<file path="config.mk">
export PLATFORM = sky130hd
export DESIGN_NAME = alk_muldiv_seq
export DESIGN_NICKNAME = d
export VERILOG_FILES = /design/src/rtl/alk_pkg.sv /design/src/rtl/alk_iter_cnt.sv /design/src/rtl/alk_muldiv_seq.sv
export SDC_FILE = /design/constraint.sdc
export NUM_CORES = 1
export LEC_CHECK = 0
export ABC_AREA = 1
export CORE_UTILIZATION = 45
export CTS_BUF_LIST = sky130_fd_sc_hd__clkbuf_16
export DETAILED_ROUTE_END_ITERATION = 7
export PLACE_DENSITY = 0.76
export SYNTH_ARGS = -nofsm -noshare
export SYNTH_HDL_FRONTEND = slang
export SYNTH_HIERARCHICAL = 1
export SYNTH_SLANG_ARGS = --single-unit
</file>
<file path="constraint.sdc">
create_clock -name qdck_l -period 1.65 [get_ports qdck_l]
set_input_delay 0.2475 -clock qdck_l [delete_from_list [all_inputs] [get_ports qdck_l]]
set_output_delay 0.2475 -clock qdck_l [all_outputs]
set_load 0.03 [all_outputs]
</file>
<file path="src/rtl/alk_pkg.sv">
// Shared encodings for the DC615 ALK multiply/divide sequencer.
package alk_pkg;

    typedef enum logic [1:0] {
        OP_MUL  = 2'd0,
        OP_DIV  = 2'd1,
        OP_REM  = 2'd2,
        OP_RSVD = 2'd3
    } op_e;

    typedef enum logic [1:0] {
        DSIZE_BYTE = 2'd0,
        DSIZE_WORD = 2'd1,
        DSIZE_LONG = 2'd2,
        DSIZE_RSVD = 2'd3
    } dsize_e;

    typedef enum logic [2:0] {
        IDLE  = 3'd0,
        SETUP = 3'd1,
        ITER  = 3'd2,
        FIXUP = 3'd3,
        DONE  = 3'd4
    } state_e;

    localparam logic [9:0] ALPCTL_NOP      = 10'h000;
    localparam logic [9:0] ALPCTL_MULINIT  = 10'h040;
    localparam logic [9:0] ALPCTL_MULSTEP  = 10'h041;
    localparam logic [9:0] ALPCTL_MULSTEP2 = 10'h049;
    localparam logic [9:0] ALPCTL_DIVINIT  = 10'h050;
    localparam logic [9:0] ALPCTL_DIVSTEP  = 10'h051;
    localparam logic [9:0] ALPCTL_DIVSTEP2 = 10'h059;
    localparam logic [9:0] ALPCTL_DIVFIX   = 10'h052;
    localparam logic [9:0] ALPCTL_REMFIX   = 10'h053;

    localparam logic [2:0] ALUSHF_SHF = 3'b001;

    // Bit count of an operand; the reserved size is handled as long.
    function automatic logic [5:0] iter_count(input logic [1:0] dsize);
        case (dsize)
            DSIZE_BYTE: iter_count = 6'd8;
            DSIZE_WORD: iter_count = 6'd16;
            default:    iter_count = 6'd32;
        endcase
    endfunction

endpackage

</file>
<file path="src/rtl/alk_iter_cnt.sv">
// Loadable iteration down-counter with size decode and terminal-count flag.
// ALK_DBLCLK_EN: load half the bit count (two iterations per cycle).
module alk_iter_cnt
    import alk_pkg::*;
#(
    parameter int unsigned ITER_W = 6
)(
    input  logic              clk,
    input  logic              rst,
    input  logic              load,
    input  logic [1:0]        dsize,
    input  logic              dec,
    input  logic              clr,
    output logic [ITER_W-1:0] count,
    output logic              tc
);

    logic [ITER_W-1:0] count_q, count_d;
    logic [ITER_W-1:0] load_val;

    always_comb begin
        load_val = ITER_W'(iter_count(dsize));
`ifdef ALK_DBLCLK_EN
        load_val = load_val >> 1;
`endif
    end

    // Saturates at zero so a stray decrement can never wrap.
    always_comb begin
        count_d = count_q;
        if (clr) begin
            count_d = '0;
        end else if (load) begin
            count_d = load_val;
        end else if (dec && (count_q != '0)) begin
            count_d = count_q - ITER_W'(1);
        end
    end

    always_ff @(posedge clk) begin
        if (rst) begin
            count_q <= '0;
        end else begin
            count_q <= count_d;
        end
    end

    assign count = count_q;
    assign tc    = (count_q == ITER_W'(1));

endmodule

</file>
<file path="src/rtl/alk_muldiv_seq.sv">
// Multi-cycle MUL/DIV/REM sequencer driving the ALK control fields.
// ALK_DBLCLK_EN: issue *STEP2 opcodes, two iterations per cycle.
module alk_muldiv_seq
    import alk_pkg::*;
#(
    parameter int unsigned ITER_W           = 6,
    parameter bit          FIXUP_EN_DEFAULT = 1'b1
)(
    input  logic              qdck_l,
    input  logic              reset_h,
    input  logic              start_h,
    input  logic [1:0]        op_h,
    input  logic [1:0]        dsize_in_h,
    input  logic              abort_h,
    input  logic              loop_flag_h,
    output logic [9:0]        alpctl_h,
    output logic [5:0]        rot_h,
    output logic [1:0]        dsize_h,
    output logic              busy_h,
    output logic              done_h,
    output logic              stall_l,
    output logic [ITER_W-1:0] iter_h,
    output logic              dzero_h
);

`ifdef ALK_DBLCLK_EN
    localparam logic [9:0] MUL_STEP_OP = ALPCTL_MULSTEP2;
    localparam logic [9:0] DIV_STEP_OP = ALPCTL_DIVSTEP2;
`else
    localparam logic [9:0] MUL_STEP_OP = ALPCTL_MULSTEP;
    localparam logic [9:0] DIV_STEP_OP = ALPCTL_DIVSTEP;
`endif

    state_e     state_q, state_d;
    op_e        op_q, op_d;
    logic [1:0] dsize_q, dsize_d;
    logic       first_q, first_d;
    logic       dzero_q, dzero_d;
    logic       fixup_en_q, fixup_en_d;
    logic [9:0] alpctl_q, alpctl_d;
    logic [5:0] rot_q, rot_d;
    logic       busy_q, busy_d;
    logic       done_q, done_d;

    logic              kill;
    logic              accept;
    logic              dz_hit;
    logic              cnt_dec;
    logic              cnt_tc;
    logic [ITER_W-1:0] cnt_val;

    // Holding off while done_h is showing keeps a start in the done cycle from being taken.
    assign kill    = abort_h && (state_q != IDLE);
    assign accept  = (state_q == IDLE) && start_h && !abort_h && !done_q && (op_h != OP_RSVD);
    assign dz_hit  = (state_q == ITER) && first_q && loop_flag_h && (op_q != OP_MUL);
    assign cnt_dec = (state_q == ITER) && !kill;

    alk_iter_cnt #(
        .ITER_W(ITER_W)
    ) u_iter_cnt (
        .clk   (qdck_l),
        .rst   (reset_h),
        .load  (accept),
        .dsize (dsize_in_h),
        .dec   (cnt_dec),
        .clr   (kill),
        .count (cnt_val),
        .tc    (cnt_tc)
    );

    always_ff @(posedge qdck_l) begin
        if (reset_h) begin
            state_q    <= IDLE;
            op_q       <= OP_MUL;
            dsize_q    <= '0;
            first_q    <= 1'b0;
            dzero_q    <= 1'b0;
            fixup_en_q <= FIXUP_EN_DEFAULT;
            alpctl_q   <= ALPCTL_NOP;
            rot_q      <= '0;
            busy_q     <= 1'b0;
            done_q     <= 1'b0;
        end else begin
            state_q    <= state_d;
            op_q       <= op_d;
            dsize_q    <= dsize_d;
            first_q    <= first_d;
            dzero_q    <= dzero_d;
            fixup_en_q <= fixup_en_d;
            alpctl_q   <= alpctl_d;
            rot_q      <= rot_d;
            busy_q     <= busy_d;
            done_q     <= done_d;
        end
    end

    always_comb begin
        state_d = state_q;
        if (kill) begin
            state_d = IDLE;
        end else begin
            case (state_q)
                IDLE:    if (accept) state_d = SETUP;
                SETUP:   state_d = ITER;
                ITER: begin
                    if (dz_hit) begin
                        state_d = DONE;
                    end else if (cnt_tc) begin
                        state_d = ((op_q == OP_MUL) || !fixup_en_q) ? DONE : FIXUP;
                    end
                end
                FIXUP:   state_d = DONE;
                DONE:    state_d = IDLE;
                default: state_d = IDLE;
            endcase
        end
    end

    always_comb begin
        op_d       = op_q;
        dsize_d    = dsize_q;
        dzero_d    = dzero_q;
        fixup_en_d = fixup_en_q;
        first_d    = (state_q == SETUP) && !kill;
        if (accept) begin
            op_d    = op_e'(op_h);
            dsize_d = (dsize_in_h == DSIZE_RSVD) ? DSIZE_LONG : dsize_in_h;
            dzero_d = 1'b0;
        end else if (dz_hit && !kill) begin
            dzero_d = 1'b1;
        end
    end

    // Control fields follow the state one edge later; abort clears them immediately.
    always_comb begin
        alpctl_d = ALPCTL_NOP;
        rot_d    = '0;
        busy_d   = 1'b0;
        done_d   = 1'b0;
        if (!kill) begin
            case (state_q)
                SETUP: begin
                    alpctl_d = (op_q == OP_MUL) ? ALPCTL_MULINIT : ALPCTL_DIVINIT;
                    rot_d    = {1'b0, ALUSHF_SHF, 2'b00};
                    busy_d   = 1'b1;
                end
                ITER: begin
                    alpctl_d = (op_q == OP_MUL) ? MUL_STEP_OP : DIV_STEP_OP;
                    busy_d   = 1'b1;
                end
                FIXUP: begin
                    alpctl_d = (op_q == OP_REM) ? ALPCTL_REMFIX : ALPCTL_DIVFIX;
                    rot_d    = {1'b0, 3'b000, 2'b01};
                    busy_d   = 1'b1;
                end
                DONE:    done_d = 1'b1;
                default: ;
            endcase
        end
    end

    assign alpctl_h = alpctl_q;
    assign rot_h    = rot_q;
    assign dsize_h  = dsize_q;
    assign busy_h   = busy_q;
    assign done_h   = done_q;
    assign stall_l  = ~busy_q;
    assign iter_h   = cnt_val;
    assign dzero_h  = dzero_q;

endmodule

</file>
==> impl_metrics.ini, run 1 <==
[sta]
grt_setup_unrepaired = false
report.final.hold_viol_count = 0
finClkSkew_ps = 1.23
setup-violations-final = 0
finalWorstPathRequiredPeriod_ps = 1580
achievable-frequency_ghz = 0.631
final-max-slew-violation-count = 0
finalSetupTns_ps = 0
timing.final.crit_share_pct = 96.0

[worst_setup_path]
reg2reg_slack_ps = 220
delay_of_the_slowest_cell_on_the_worst_path_ps = 700
path_buf_inv = 1
critPathLaunch = u_iter_cnt/count[1]$_SDFFE_PP0P_
worst_ep_required_ps = 1400
critical_path.startpoint_type = flop
critical_path.max_fanout = 4
largest_delay_share_family_worst_path = buffers and inverters
critPathCaptureType = output pin
crit-reg2reg-launch = state_q[0]$_SDFFE_PP0P_
cp.arrival_ps = 1340
worst-setup-path-type = flop to output pin
worst_path_max_delay_cell = clkdlybuf4s50_1
path_cells = clkdlybuf4s50_1

[floorplanning]
dieWidth_um = 55.2
dieArea_um2 = 3040
placeable_core_region_um2 = 2570
starting_density_pct = 49.5
ios = 37
num_rows = 18
die_height_um = 55.2

[synth]
synth_area_leaders = dfxtp_1 (35%), nand2_1 (8.6%), inv_1 (8.0%)
syn-instance-count = 170
synth_sequential_area_ratio_pct = 34.6
synthFlopType = dfxtp_1
synthDominantAreaCellType = dfxtp_1
postSynth.asyncResetShare_pct = 0
synthDistinctLibCells = 27
ys_seq_elements = 22
post_synth_most_frequent_cells = nand2_1 (29), inv_1 (27), dfxtp_1 (22)
synth-edff-count = 0
synth_warnings = 6
post_synth_instance_area_um2 = 1270
synth_area_per_cell_um2 = 7.48
cell_with_the_most_instances_after_synthesis = nand2_1
synthDominantCellAreaShare_pct = 34.6

[worst_hold_path]
min-delay-start = dzero_h$_SDFFE_PP0P_
min_path_type = flop to flop

[layout]
layout-drive-gt1-share_pct = 16.7
num_antenna_cells = 0
syn2layout_area_growth_pct = 30.7
postLayoutCellArea_um2 = 1660
finalNetCount = 216

[route]
drt_wl_total_mm = 2.72
drt_iter0_markers = 31
drt_pre_antenna_iters = 4
dr_total_vias = 1154
remaining_drc_errors = 0
detail_route.wl_per_cell_um = 11.7
route.antenna.remaining_nets = 0
via_per_inst = 4.95

[placed_design]
detailed_place_hpwl_mm = 2.01
rd_place_congestion = 0.899
io_buffers = 26
placement.cell_area_um2 = 1560

[global_routing]
grt_start_max_net_pins = 14
grtUsageTotal_pct = 20.6
grt_antenna_before_repair = 0
vias_in_the_first_global_route = 1115
overflow = 0
grt_first_pass_wirelength_mm = 4.48

[cts]
tritoncts = built
cts_root_buffer = clkbuf_16
cts_setup_buffers = 0
holdBufCountCts = 0
number_of_sinks_handled_by_clock_tree_synthesis = 22
clk_transition_reported_paths_ps = 60
ctsHtreeMaxLevel = 1
clk-insertion-delay-late_ps = 250
cts_inserted_buffers = 3
max-clock-path-buffers = 2

[pwr]
p_int_uw = 1540
p_switching_uw = 1060
power.share.switching_pct = 40.9
power_density_nw_per_um2 = 1560
leakage_dissipation_uw = 0.000788
power.share.combinational_pct = 46.0
seq_power_share_pct = 28.0
clock_power_share_pct = 25.9
vdd_drop_max_mv = 1.18

[run]
drv_cap = 0

[run_status]
run_status = complete, no violations
==> flip-flops by register name (all words and copies together), names as in the netlist, 2 cells and up <==
| signal | flops |
|---|---|
| u_iter_cnt/count | 6 |
| rot_h | 2 |
| op_q | 2 |
| state_q | 3 |
| dsize_h | 2 |
| alpctl_h | 3 |
==> cells by family after synthesis <==
| group | Yosys count | share of synthesized area, % |
|---|---|---|
| and+or+nand+nor | 90 | 39.2 |
| adders and majority gates | 3 | 2.95 |
| AOI/OAI and AO/OA | 12 | 6.10 |
| DFF | 22 | 34.6 |
| xor gates and xnor gates | 1 | 1.28 |
| buffers and inverters | 41 | 15.6 |
| other | 1 | 0.295 |
==> per-stage QoR <==
step	utilization [%]	instances	setup WS, ps	power, µW	hold slack, ps
detailed placement	60.7	229	-11.0	1920	443
CTS	64.6	233	21.1	2600	453
finish	64.7	233	65.3	2600	453
floorplan	-	179	162	1610	396
global placement	60.7	229	34.9	1890	439
global route	64.7	233	38.6	2760	473
==> final timing paths <==
kind,depth (start not counted),end
worst max-delay path,1,iter_h[1]
worst max register to register,8,u_iter_cnt/count[3]$_SDFFE_PP0P_
worst min-delay path,2,dzero_h$_SDFFE_PP0P_
worst min register to register,2,dzero_h$_SDFFE_PP0P_
==> power groups by stage <==
stage / Combinational (µW) / Sequential [µW] / Clock (µW)
2_1_floorplan: 749 / 859 / 0
3_3_place_gp: 1150 / 735 / 0
3_5_place_dp: 1180 / 738 / 0
4_1_cts: 1190 / 727 / 686
5_1_grt: 1310 / 740 / 709
6_report: 1200 / 729 / 674
==> metal layers <==
metal  wire length, µm  track usage (%)  vias to the layer above
li1                  -                -                      582
met3               144             6.01                        6
met1              1120             21.1                      522
met5                 0                0                        -
met4                53             7.50                        0
met2              1400             39.2                       44
==> area by class of cell <==
type                    instances  area [µm²]
fillers                       227         906
clock buffers                   3        75.1
well taps                      30        37.5
multi-input cells             116         667
inverters                      30         115
clock inverters                 1        30.0
repair buffers                 31         297
flip-flops and latches         22         440
==> placed cells by master, fill, tap and decap left out, types with 2 or more instances in the layout <==
cell type,Yosys,final
nand2_1,29,29
inv_1,27,27
dfxtp_1,22,22
clkdlybuf4s50_1,0,22
nor2_1,21,21
nand3_1,13,13
conb_1,1,10
nand4_1,9,9
nor2_4,5,5
buf_4,11,5
a21oi_1,4,4
o21ai_0,3,3
clkbuf_16,0,3
dlygate4sd2_1,0,3
ha_1,3,3
nand2_4,2,2
nand2_2,2,2
inv_2,2,2
nor3_2,2,2
nand3_2,2,2
a21oi_2,2,2
nor2_2,2,2
==> what timing repair did <==
item                       CTS  global route
setup endpoints to repair    3             1
gates cloned                 0             0
gates resized for setup      3             1
(Power assumes the default switching activity.)
==> run 2: changes to the inputs <==
Settings changed: GPL_TIMING_DRIVEN from default to 0.
==> impl_metrics.ini, run 2 (synthesis gave the netlist of run 1 again) <==
[run_status]
run_status = complete, no violations

[floorplanning]
dieWidth_um = 55.2
placeable_core_region_um2 = 2570
ios = 37
dieArea_um2 = 3040
starting_density_pct = 49.5
die_height_um = 55.2
num_rows = 18

[sta]
finClkSkew_ps = 4.59
timing.final.crit_share_pct = 95.3
report.final.hold_viol_count = 0
grt_setup_unrepaired = false
setup-violations-final = 0
finalWorstPathRequiredPeriod_ps = 1570
achievable-frequency_ghz = 0.636
finalSetupTns_ps = 0
final-max-slew-violation-count = 0
finalWorstSetupSlack_ps = 77.8

[pwr]
clock_power_share_pct = 20.6
seq_power_share_pct = 30.2
p_int_uw = 1390
p_switching_uw = 1040
power.share.combinational_pct = 49.2
power.share.switching_pct = 42.8
vdd_drop_max_mv = 0.912
leakage_dissipation_uw = 0.000849
power_density_nw_per_um2 = 1420

[placed_design]
detailed_place_hpwl_mm = 2.01
rd_place_congestion = 0.805
pre_cts_slack_ps = -228
io_buffers = 26

[global_routing]
use_met3_pct = 1.91
global_route.usage.met2_pct = 35.3
vias_in_the_first_global_route = 1033
top_usage_layer = met2
grt_start_max_net_pins = 14
grt_antenna_before_repair = 0
gr_util_met1_pct = 21.3
grtUsageTotal_pct = 18.7
overflow = 0
grt_first_pass_wirelength_mm = 4.17

[worst_setup_path]
critPathCaptureType = output pin
reg2reg_slack_ps = 230
ff2ff_path_depth = 6
path_cells = clkdlybuf4s50_1
cp-endpoint = iter_h[1]
cp.arrival_ps = 1320
critical_path.startpoint_type = flop
crit-reg2reg-launch = state_q[0]$_SDFFE_PP0P_
path_buf_inv = 1
critPathLaunch = u_iter_cnt/count[1]$_SDFFE_PP0P_
critical_path.max_fanout = 4
critical_path_depth = 1
worstReg2RegEnd = u_iter_cnt/count[5]$_SDFFE_PP0P_
worst_path_max_delay_cell = clkdlybuf4s50_1
worst-setup-path-type = flop to output pin
worst_ep_required_ps = 1400
delay_of_the_slowest_cell_on_the_worst_path_ps = 690
largest_delay_share_family_worst_path = buffers and inverters

[layout]
syn2layout_area_growth_pct = 34.9
largest_register_ffs = 6
num_antenna_cells = 0
finalNetCount = 224
layout-drive-gt1-share_pct = 19.9
commonest_non_fill_non_tap_cells_in_the_layout = nand2_1 (29), inv_1 (27), dfxtp_1 (22)
most_common_cell_after_layout_fill_and_taps_aside = nand2_1

[cts]
ctsHtreeMaxLevel = 1
number_of_sinks_handled_by_clock_tree_synthesis = 22
clk-insertion-delay-late_ps = 250
cts_root_buffer = clkbuf_16
max-clock-path-buffers = 2
tritoncts = built
cts_inserted_buffers = 3
clk_transition_reported_paths_ps = 60

[run]
drv_cap = 0

[route]
via_per_inst = 4.75
detail_route.wl_per_cell_um = 11.1
route.antenna.remaining_nets = 0
drt_wl_total_mm = 2.68
drt_iter0_markers = 27
drt_pre_antenna_iters = 4
dr_total_vias = 1145
remaining_drc_errors = 0

[worst_hold_path]
min_path_type = flop to flop
run 2: changes by cell type in the layout (fill, tap and decap cells not counted):
| cell | previous run | this run |
|---|---|---|
| nor2_1 | 21 | 20 |
| buf_4 | 5 | 12 |
| clkinv_1 | 0 | 1 |
| nor2_2 | 2 | 3 |
| clkdlybuf4s50_1 | 22 | 20 |
| buf_12 | 0 | 1 |
| bufinv_16 | 1 | 0 |
| dlymetal6s2s_1 | 1 | 3 |
run 2: area by class of cell:
type	count	area, µm²
Sequential cell	22	440
Multi-Input combinational cell	116	669
Tap cell	30	37.5
Clock buffer	3	75.1
Timing Repair Buffer	28	292
Fill cell	232	852
Inverter	30	115
Buffer	11	82.6
Clock inverter	1	3.75
run 2: worst min path at each step:
stage / endpoint / cells past startpoint / from / slack (ps)
after floorplan: dsize_h[0]$_SDFFE_PP0P_ / 2 / dsize_in_h[0] / 400
after global placement: dsize_h[0]$_SDFFE_PP0P_ / 2 / dsize_h[0]$_SDFFE_PP0P_ / 440
after detailed placement: dzero_h$_SDFFE_PP0P_ / 2 / dzero_h$_SDFFE_PP0P_ / 440
after CTS: dzero_h$_SDFFE_PP0P_ / 2 / dzero_h$_SDFFE_PP0P_ / 450
after global routing: dsize_h[0]$_SDFFE_PP0P_ / 2 / dsize_h[0]$_SDFFE_PP0P_ / 470
final: dsize_h[0]$_SDFFE_PP0P_ / 2 / dsize_h[0]$_SDFFE_PP0P_ / 460
run 2: per-stage QoR:
step	hold slack [ps]	total power (µW)	area (µm²)	cells	util, %
4_1_cts	452	2420	1680	239	65.4
2_1_floorplan	396	1610	1310	179	-
3_5_place_dp	443	1910	1600	235	62.4
6_report	456	2440	1720	241	66.8
5_1_grt	474	2600	1720	241	66.8
3_3_place_gp	440	1880	1600	235	62.4
run 2: power by group through the flow:
| stage | logic, µW | clock network (µW) | registers, µW |
|---|---|---|---|
| floorplan | 749 | 0 | 859 |
| global placement | 1140 | 0 | 741 |
| detailed placement | 1170 | 0 | 748 |
| CTS | 1160 | 523 | 737 |
| global route | 1310 | 541 | 750 |
| finish | 1200 | 502 | 737 |
run 2: repair_timing:
action	in CTS	in global routing
setup buffers	0	2
pin swaps	0	2
gates resized for setup	3	4
endpoints found under the setup margin	3	6
hold buffers	0	0
endpoints found under the hold margin	0	0
run 2: routing by layer:
layer  wire (µm)  up-vias
met5           0        -
met2        1460       30
met1        1100      513
met4           8        0
li1            -      600
met3         106        2
==> run 3: changes to the inputs <==
Settings changed: SLEW_MARGIN from default to 20, TNS_END_PERCENT from default to 100.
==> results of run 3 <==
Same layout as run 2: the final DEF is identical, and so are final timing and power.
